`config.mk`:
```
export PLATFORM = sky130hd
export DESIGN_NAME = sram_bus_arbiter
export DESIGN_NICKNAME = d
export VERILOG_FILES = /design/src/rtl/sram_bus_arbiter_pkg.sv /design/src/rtl/sram_bus_arbiter_owner_fifo.sv /design/src/rtl/sram_bus_arbiter.sv
export SDC_FILE = /design/constraint.sdc
export NUM_CORES = 1
export LEC_CHECK = 0
export CORE_AREA = 3 3 107 109
export CTS_CLUSTER_DIAMETER = 120
export CTS_CLUSTER_SIZE = 24
export DETAILED_ROUTE_END_ITERATION = 10
export DIE_AREA = 0 0 110 112
export GPL_TIMING_DRIVEN = 0
export SYNTH_ARGS = -nofsm -noshare
export SYNTH_HDL_FRONTEND = slang
export SYNTH_SLANG_ARGS = --single-unit
```
`constraint.sdc`:
```
create_clock -name clk -period 3.1 [get_ports clk]
set_clock_uncertainty 0.2 [all_clocks]
set_input_delay 0.775 -clock clk [delete_from_list [all_inputs] [get_ports clk]]
set_output_delay 0.775 -clock clk [all_outputs]
set_load 0.005 [all_outputs]
```
`src/rtl/sram_bus_arbiter_pkg.sv`:
```
// Shared types for the SRAM bus arbiter: owner ids recorded per accepted
// address phase and a small helper used by the round-robin policy.
package sram_bus_arbiter_pkg;

  typedef enum logic {
    OWNER_INST = 1'b0,
    OWNER_DATA = 1'b1
  } owner_e;

  function automatic owner_e other_owner(input owner_e o);
    return (o == OWNER_INST) ? OWNER_DATA : OWNER_INST;
  endfunction

endpackage

```
`src/rtl/sram_bus_arbiter_owner_fifo.sv`:
```
// In-order FIFO of 1-bit owner ids, one entry per accepted address phase
// that has not yet seen its response. Depth must be a power of two.
module owner_fifo #(
  parameter int DEPTH = 4
) (
  input  logic clk,
  input  logic reset,
  input  logic push,
  input  logic push_id,
  input  logic pop,
  output logic head,
  output logic full,
  output logic empty
);

  localparam int PTR_W = $clog2(DEPTH);
  localparam int CNT_W = PTR_W + 1;

  logic [PTR_W-1:0] wr_ptr_q, wr_ptr_d;
  logic [PTR_W-1:0] rd_ptr_q, rd_ptr_d;
  logic [CNT_W-1:0] count_q, count_d;
  logic [DEPTH-1:0] mem_q, mem_d;
  logic             push_ok;
  logic             pop_ok;

  assign full    = (count_q == CNT_W'(DEPTH));
  assign empty   = (count_q == '0);
  assign push_ok = push & ~full;
  assign pop_ok  = pop & ~empty;
  assign head    = mem_q[rd_ptr_q];

  always_comb begin
    // NOTE: every signal gets a default first so no path leaves it unassigned (no latch).
    wr_ptr_d = wr_ptr_q;
    rd_ptr_d = rd_ptr_q;
    count_d  = count_q;
    mem_d    = mem_q;
    if (push_ok) begin
      mem_d[wr_ptr_q] = push_id;
      wr_ptr_d        = wr_ptr_q + PTR_W'(1);
    end
    if (pop_ok) rd_ptr_d = rd_ptr_q + PTR_W'(1);
    unique case ({push_ok, pop_ok})
      2'b10:   count_d = count_q + CNT_W'(1);
      2'b01:   count_d = count_q - CNT_W'(1);
      default: count_d = count_q;
    endcase
  end

  always_ff @(posedge clk or posedge reset) begin
    // NOTE: sequential state uses non-blocking assignments only.
    if (reset) begin
      wr_ptr_q <= '0;
      rd_ptr_q <= '0;
      count_q  <= '0;
    end else begin
      wr_ptr_q <= wr_ptr_d;
      rd_ptr_q <= rd_ptr_d;
      count_q  <= count_d;
    end
  end

  // NOTE: storage is not reset; count/pointers alone decide which entries are valid.
  always_ff @(posedge clk) begin
    mem_q <= mem_d;
  end

endmodule

```
`src/rtl/sram_bus_arbiter.sv`:
```
// Shares one SRAM-like bus port between the IF and EX masters and routes each
// response to its owner. Define ARB_RR_EN for round-robin, else data > inst.
module sram_bus_arbiter
  import sram_bus_arbiter_pkg::*;
#(
  parameter int OUTST_DEPTH = 4,
  parameter int ADDR_W      = 32,
  parameter int DATA_W      = 32
) (
  input  logic                clk,
  input  logic                reset,
  input  logic                inst_req,
  input  logic [ADDR_W-1:0]   inst_addr,
  output logic                inst_addr_ok,
  output logic                inst_data_ok,
  output logic [DATA_W-1:0]   inst_rdata,
  input  logic                data_req,
  input  logic                data_wr,
  input  logic [DATA_W/8-1:0] data_wstrb,
  input  logic [ADDR_W-1:0]   data_addr,
  input  logic [DATA_W-1:0]   data_wdata,
  output logic                data_addr_ok,
  output logic                data_data_ok,
  output logic [DATA_W-1:0]   data_rdata,
  output logic                sram_req,
  output logic                sram_wr,
  output logic [DATA_W/8-1:0] sram_wstrb,
  output logic [ADDR_W-1:0]   sram_addr,
  output logic [DATA_W-1:0]   sram_wdata,
  input  logic                sram_addr_ok,
  input  logic                sram_data_ok,
  input  logic [DATA_W-1:0]   sram_rdata
);

  owner_e grant;
  owner_e both_pick;
  owner_e locked_owner_q, locked_owner_d;
  logic   lock_q, lock_d;
  logic   granted_req;
  logic   req_ok;
  logic   handshake;
  logic   fifo_full;
  logic   fifo_empty;
  logic   fifo_head;
  logic   pop;

`ifdef ARB_RR_EN
  owner_e last_served_q, last_served_d;

  assign both_pick = other_owner(last_served_q);

  always_comb begin
    last_served_d = last_served_q;
    if (handshake) last_served_d = grant;
  end

  always_ff @(posedge clk or posedge reset) begin
    if (reset) last_served_q <= OWNER_DATA;
    else       last_served_q <= last_served_d;
  end
`else
  assign both_pick = OWNER_DATA;
`endif

  always_comb begin
    if (lock_q)                     grant = locked_owner_q;
    else if (inst_req && data_req)  grant = both_pick;
    else if (data_req)              grant = OWNER_DATA;
    else                            grant = OWNER_INST;
  end

  assign granted_req = (grant == OWNER_DATA) ? data_req : inst_req;
  assign req_ok      = granted_req & ~fifo_full;
  assign handshake   = req_ok & sram_addr_ok;

  // Reset only gates the visible request; internal state is held by the async reset.
  assign sram_req     = req_ok & ~reset;
  assign inst_addr_ok = sram_req & sram_addr_ok & (grant == OWNER_INST);
  assign data_addr_ok = sram_req & sram_addr_ok & (grant == OWNER_DATA);

  assign sram_wr    = (grant == OWNER_DATA) ? data_wr    : 1'b0;
  assign sram_wstrb = (grant == OWNER_DATA) ? data_wstrb : '0;
  assign sram_addr  = (grant == OWNER_DATA) ? data_addr  : inst_addr;
  assign sram_wdata = (grant == OWNER_DATA) ? data_wdata : '0;

  // Holding the grant while the bus stalls keeps an address phase from being preempted.
  always_comb begin
    lock_d         = lock_q;
    locked_owner_d = locked_owner_q;
    if (handshake) begin
      lock_d = 1'b0;
    end else if (req_ok) begin
      lock_d         = 1'b1;
      locked_owner_d = grant;
    end
  end

  always_ff @(posedge clk or posedge reset) begin
    if (reset) begin
      lock_q         <= 1'b0;
      locked_owner_q <= OWNER_INST;
    end else begin
      lock_q         <= lock_d;
      locked_owner_q <= locked_owner_d;
    end
  end

  assign pop = sram_data_ok & ~fifo_empty;

  owner_fifo #(
    .DEPTH(OUTST_DEPTH)
  ) u_owner_fifo (
    .clk    (clk),
    .reset  (reset),
    .push   (handshake),
    .push_id(grant),
    .pop    (pop),
    .head   (fifo_head),
    .full   (fifo_full),
    .empty  (fifo_empty)
  );

  assign inst_data_ok = pop & (fifo_head == OWNER_INST);
  assign data_data_ok = pop & (fifo_head == OWNER_DATA);
  assign inst_rdata   = sram_rdata;
  assign data_rdata   = sram_rdata;

endmodule
```
; Word-level counts from Yosys, hierarchy flattened
; Cells that the tools add are included.
[totals]
ff_bits = 13
latch_bits = 0
ramBits = 0
mem_bits_ro = 0
inputBits = 139
out_inout_bits = 138
word_cells = 55
mem_count = 0
[op_classes]
n_addsub = 4
multipliers = 0
div_mod_pow = 0
magnitude_cmp = 3
n_eq_ne = 3
n_shift = 0
n_mux = 16
bitwise = 17
n_reduce_logical = 6
[op_table]
columns = operator, n
row1 = 32-bit two-way mux, 2
row2 = 1-bit AND, 11
row3 = 1-bit two-way mux, 9
row4 = 2-bit by 3-bit < comparator with 1-bit output (second input constant), 2
row5 = 1-bit NOT, 6
row6 = 3-bit one-hot mux with 2 select lines, 1
row7 = 2-bit by 1-bit adder with 2-bit output (second input constant), 2
row8 = 4-bit bitwise mux, 1
row9 = 4-bit two-way mux, 1
row10 = 2-bit nonzero test, 2
row11 = 3-bit by 1-bit adder with 3-bit output (second input constant), 1
row12 = 3-bit equality test (second input constant), 1
row13 = 3-bit zero test, 1
row14 = 3-bit by 1-bit subtractor with 3-bit output (second input constant), 1
row15 = 1-bit binary-select mux with 2-bit select, 1
row16 = 1-bit demux with 2-bit select, 1
row17 = 2-bit by 1-bit equality test with 1-bit output (second input constant), 1
row18 = 2-bit equality test (second input constant), 1
row19 = 2-bit by 1-bit >= comparator with 1-bit output (second input constant), 1
row20 = 1-bit logical AND, 2
row21 = 2-bit AND reduction, 1

; Longest topological paths before layout
; Gate-level depths: netlist (run 1).
[logic_depth]
depth_word = 9
depth_mapped = 9
ltp_nobuf = 9

; By module
; From an unflattened synthesis (run 1), not the netlist that was laid out.
[hier_totals]
cells_unflattened = 206
hier_area_um2 = 2013.2
[modules_own_cells]
columns = mod, instances, cells_each, area_each_um2, seq_area_each_um2
row1 = sram_bus_arbiter, 1, 162, 1435.1, 50.0
row2 = owner_fifo, 1, 44, 578.1, 295.3

; Least setup slack after synthesis (run 1)
; No wires, ideal clock.
[synth_timing]
kind = input to output
from = input port data_req
to = output port sram_addr[0]
arrival_time_ps = 1551
required_time_ps = 2125
setup_slack_ps = 574
stages = 3
path_buffers = 1
path_cell_list = mux2i_4 -> buf_6 -> mux2_4
[synth_via]
elab_chain_len = 4
word_cells_on_any_way = 5
cone_classes = mux (4) / reduce/logical (1)
[synth_rtl]
columns = element, line
row1 = start: declaration, sram_bus_arbiter.sv:17  ; input logic data_req,
row2 = 1-bit two-way mux or 1-bit logical AND (tied branches), "sram_bus_arbiter.sv:68, sram_bus_arbiter.sv:67"
row3 = 1-bit two-way mux *, sram_bus_arbiter.sv:67  ; else if (inst_req && data_req) grant = both_pick;
row4 = 1-bit two-way mux *, sram_bus_arbiter.sv:66  ; if (lock_q) grant = locked_owner_q;
row5 = 32-bit two-way mux *, sram_bus_arbiter.sv:83  ; assign sram_addr = (grant == OWNER_DATA) ? data_addr : inst_addr;
row6 = end: declaration, sram_bus_arbiter.sv:28  ; output logic [ADDR_W-1:0] sram_addr,
; Mark *: on every way between the ends. The rest lies on a longest branch, timed or not.

; Worst setup path after layout (run 1)
[layout_timing]
from = input port data_req
to = output port sram_addr[9]
; Same word-level chain as after synthesis.

==> summary.md, run 1 <==
| Metric | Value |
|---|---|
| Max stage delay on crit path | between 0.3 and 0.4 ns |
| Syn avg cell area | 9.859 um2 |
| All-Layer GR Usage | 0.1304 |
| WL met2 | ~4.7 mm |
| 1st-pass router iterations | 4 |
| Met3 wire length | 834 um |
| RSZ-0062 raised after global routing | true |
| # diodes | 0 |
| Via count | 2307 |
| Hold Path Origin | u_owner_fifo.rd_ptr_q[1] |
| Max-slew headroom | 0.6017 |
| Worst Tran Pin Value | about 0.60 ns |
| Ys async rst share | 0.6923 |
| Worst skew pair latency | about 0.24 ns |
| Uppermost layer routed | met4 |
| Distinct cells, synth | 28 |
| Yosys warns | 0 |
| Pin count of the biggest net entering global routing | 12 |
| Placed instance count | about 580 |
| Yosys top cell by area | buf_4 |
| Area delta synth->final | 148.0% |
| DRC viols | 0 |
| Min-Delay Endpoint | u_owner_fifo.rd_ptr_q[1] |
| Min-Delay Path Class | reg -> reg |
| Post-Syn Area | roughly 2000 um2 |
| Initial drt markers | 38 |
| Leak | 2.261 nW |
| CTS Buffer Depth | 2 |
| Core area | 10700 um2 |
| Crit start category | input pin |
| FF+latch count, synth | 13 |
| Hold Buf Count CTS | 0 |
| Peak VDD IR | 0.2524 mV |
| R2r endpoint | u_owner_fifo.count_q[2] |
| WL final | around 8.6 mm |
| Port bufs | roughly 240 |
| Pint | roughly 1.7 mW |
| Final min period | between 3 and 4 ns |
| MaxCap Viol Count | 0 |
| Clk pin slew, worst setup/hold paths | 0.06 ns |
| FF-to-FF Start | u_owner_fifo.count_q[0] |
| Initial antenna violation count | 0 |
| Final ANT Viol Nets | 0 |
| Power density over the cells | 520.4 nW/um2 |
| EDFF count, synth | 4 |
| Ys flop type | dfrtp_1 |
| Reg-to-reg slack, setup | roughly 0.53 ns |
| Status | completed |
| Dpl hpwl | about 7.7 mm |
| Sw Share | 0.3374 |
| Seq pwr share | 0.133 |
| Main area contributors after synthesis | buf_4 24%, mux2_4 23%, nor2b_1 12% |
| Die Span Y | about 110 um |
| Critical Path, Cell by Cell | buf_2, mux2i_4, buf_6, buf_4, buf_12, mux2_4, dlygate4sd2_1 |
| Layout Utilization | 0.4572 |
| Fin cells | 615 |
| WL met1 | roughly 3.1 mm |
| Die X | about 110 um |
| Mapped Cells | 200 |
| H-tree depth | 1 |
| Setup crit end kind | primary output |
| Required time of the critical path | between 2 and 2.5 ns |
| Clock sink total | 13 |
| First-pass GRT wire length | 12.70 mm |
| Die area | between 10000 and 15000 um2 |
| Top-area cell type share of the netlist area | 0.2437 |
| Placement Rows | 38 |
| Worst EP arrival | roughly 2.1 ns |
| Comb pwr share | 0.807 |
| Part of the cycle the worst path needs | 0.9895 |
| Reg2reg path depth | 10 |
| Hold Path Stages | 1 |
| Layout cells sized above 1 | 0.3011 |
| GP Congestion | just over 0.7 |
| Top-count cell post-synth | buf_4 |
| Switch Pwr | 0.8589 mW |
| Worst path slowest cell | mux2_4 |
| CTS buffer count | 3 |
| Clock power share | 0.060 |
| Post-Syn Nets | ~350 |
| Synth cell count leaders | 64 x buf_4, 37 x nor2b_1, 30 x mux2_4, 9 x dfrtp_1, 9 x inv_1 |
| Total Power | approximately 2.5 mW |
| Vias per cell | around 3.8 |
| Crit Path Max Fanout | 5 |
| Slew Limit Fails | 0 |
| Post-synthesis sequential area ratio | 0.1751 |
| Wire per inst | roughly 14 um |
| Initial Util | 0.1843 |
| Max Fclk | approximately 0.33 GHz |
| Final net count | 621 |
| Ports | approximately 280 |
| Gr ovfl total | 0 |
| Critical path type | in -> out |
| CTS tree | built |
| Clk root buf | clkbuf_8 |
| Fin Setup TNS | 0 ns |
| Final setup fails | 0 |
| Vias in the first global route | 2493 |
| Final hold viol count | 0 |
placed cells by master, fill, tap and decap left out, types with 2 or more instances in the layout:
cell type	instances
dlygate4sd2_1	37
clkdlybuf4s15_1	9
buf_12	4
xor2_1	2
and3_1	2
inv_1	8
mux2_2	3
buf_6	3
o21ai_0	2
clkdlybuf4s50_1	193
buf_4	87
dlymetal6s2s_1	4
edfxtp_1	4
xnor2_1	4
dfrtp_1	9
clkbuf_8	4
ha_1	5
nor2_1	3
and2_1	5
nor2b_1	37
mux2_4	30
how the worst max path moves through the flow:
stage | start | to | depth (start not counted)
2_1_floorplan | data_req | sram_addr[0] | 3
3_3_place_gp | data_req | inst_addr_ok | 5
3_5_place_dp | data_req | inst_addr_ok | 5
4_1_cts | data_req | sram_addr[30] | 6
5_1_grt | data_req | sram_addr[9] | 7
6_report | data_req | sram_addr[9] | 7
metal layers:
metal	track usage	vias to the layer above
met5	0	-
met2	0.2472	124
met1	0.1442	1047
met4	0.01496	0
li1	-	1132
met3	0.03884	4
through the flow:
step | hold WS (ns) | cell area (um2) | setup slack, ns
CTS | 0.2928 | 4760 | -0.02875
global placement | 0.2756 | 4589 | -0.9474
floorplan | 0.2528 | 1972 | 0.5737
finish | 0.2888 | 4891 | 0.03264
global route | 0.3189 | 4891 | -0.01624
detailed placement | 0.2820 | 4589 | -0.9504
layout make-up:
| type | instances | area [um2] |
|---|---|---|
| Timing Repair Buffer | 271 | 2644 |
| Fill cell | 1045 | 5807 |
| Inverter | 9 | 37.54 |
| Tap cell | 140 | 175.2 |
| Sequential cell | 13 | 345.3 |
| Buffer | 71 | 578.1 |
| Clock buffer | 3 | 41.29 |
| Clock inverter | 1 | 5.005 |
| Multi-Input combinational cell | 107 | 1065 |
cells by family after synthesis:
logic type,Yosys count,synth area share
simple gates,51,0.1574
buf+inv,80,0.2893
flops,13,0.1751
mux,38,0.2843
compound gates,6,0.02538
fa+ha+maj,6,0.04188
xor+xnor,6,0.02665
power groups by stage:
stage	clock network [mW]	registers, mW	logic [mW]
floorplan	0	0.320	0.917
global placement	0	0.330	1.87
detailed placement	0	0.336	1.89
CTS	0.159	0.335	2.03
global route	0.167	0.348	2.23
finish	0.153	0.338	2.05
flip-flops by register name, indices dropped and copies added, names as in the netlist:
| signal | count |
|---|---|
| u_owner_fifo.wr_ptr_q | 2 |
| u_owner_fifo.rd_ptr_q | 2 |
| lock_q | 1 |
| u_owner_fifo.count_q | 3 |
| locked_owner_q | 1 |
| u_owner_fifo.mem_q | 4 |
timing repair:
item / 4_1_cts / 5_1_grt
gates resized for setup: 65 / 17
pin swaps: 3 / 0
setup endpoints to repair: 73 / 16
gates cloned: 1 / 0
endpoints found under the hold margin: 0 / 0
buffers inserted: 14 / 12
worst max-delay path: cells and delay by family:
family	cells	cell delay [ns]
buffers and inverters	5	0.82
muxes	2	0.48
(Power assumes the default switching activity.)
==> inputs of run 2 (changes only) <==
--- a/config.mk
+++ b/config.mk
@@ -7,7 +7,6 @@
 export LEC_CHECK = 0
 export CORE_AREA = 3 3 107 109
 export CTS_CLUSTER_DIAMETER = 120
-export CTS_CLUSTER_SIZE = 24
 export DETAILED_ROUTE_END_ITERATION = 10
 export DIE_AREA = 0 0 110 112
 export GPL_TIMING_DRIVEN = 0
==> results of run 2 <==
The final DEF is identical to that of run 1; final timing and power are the same.
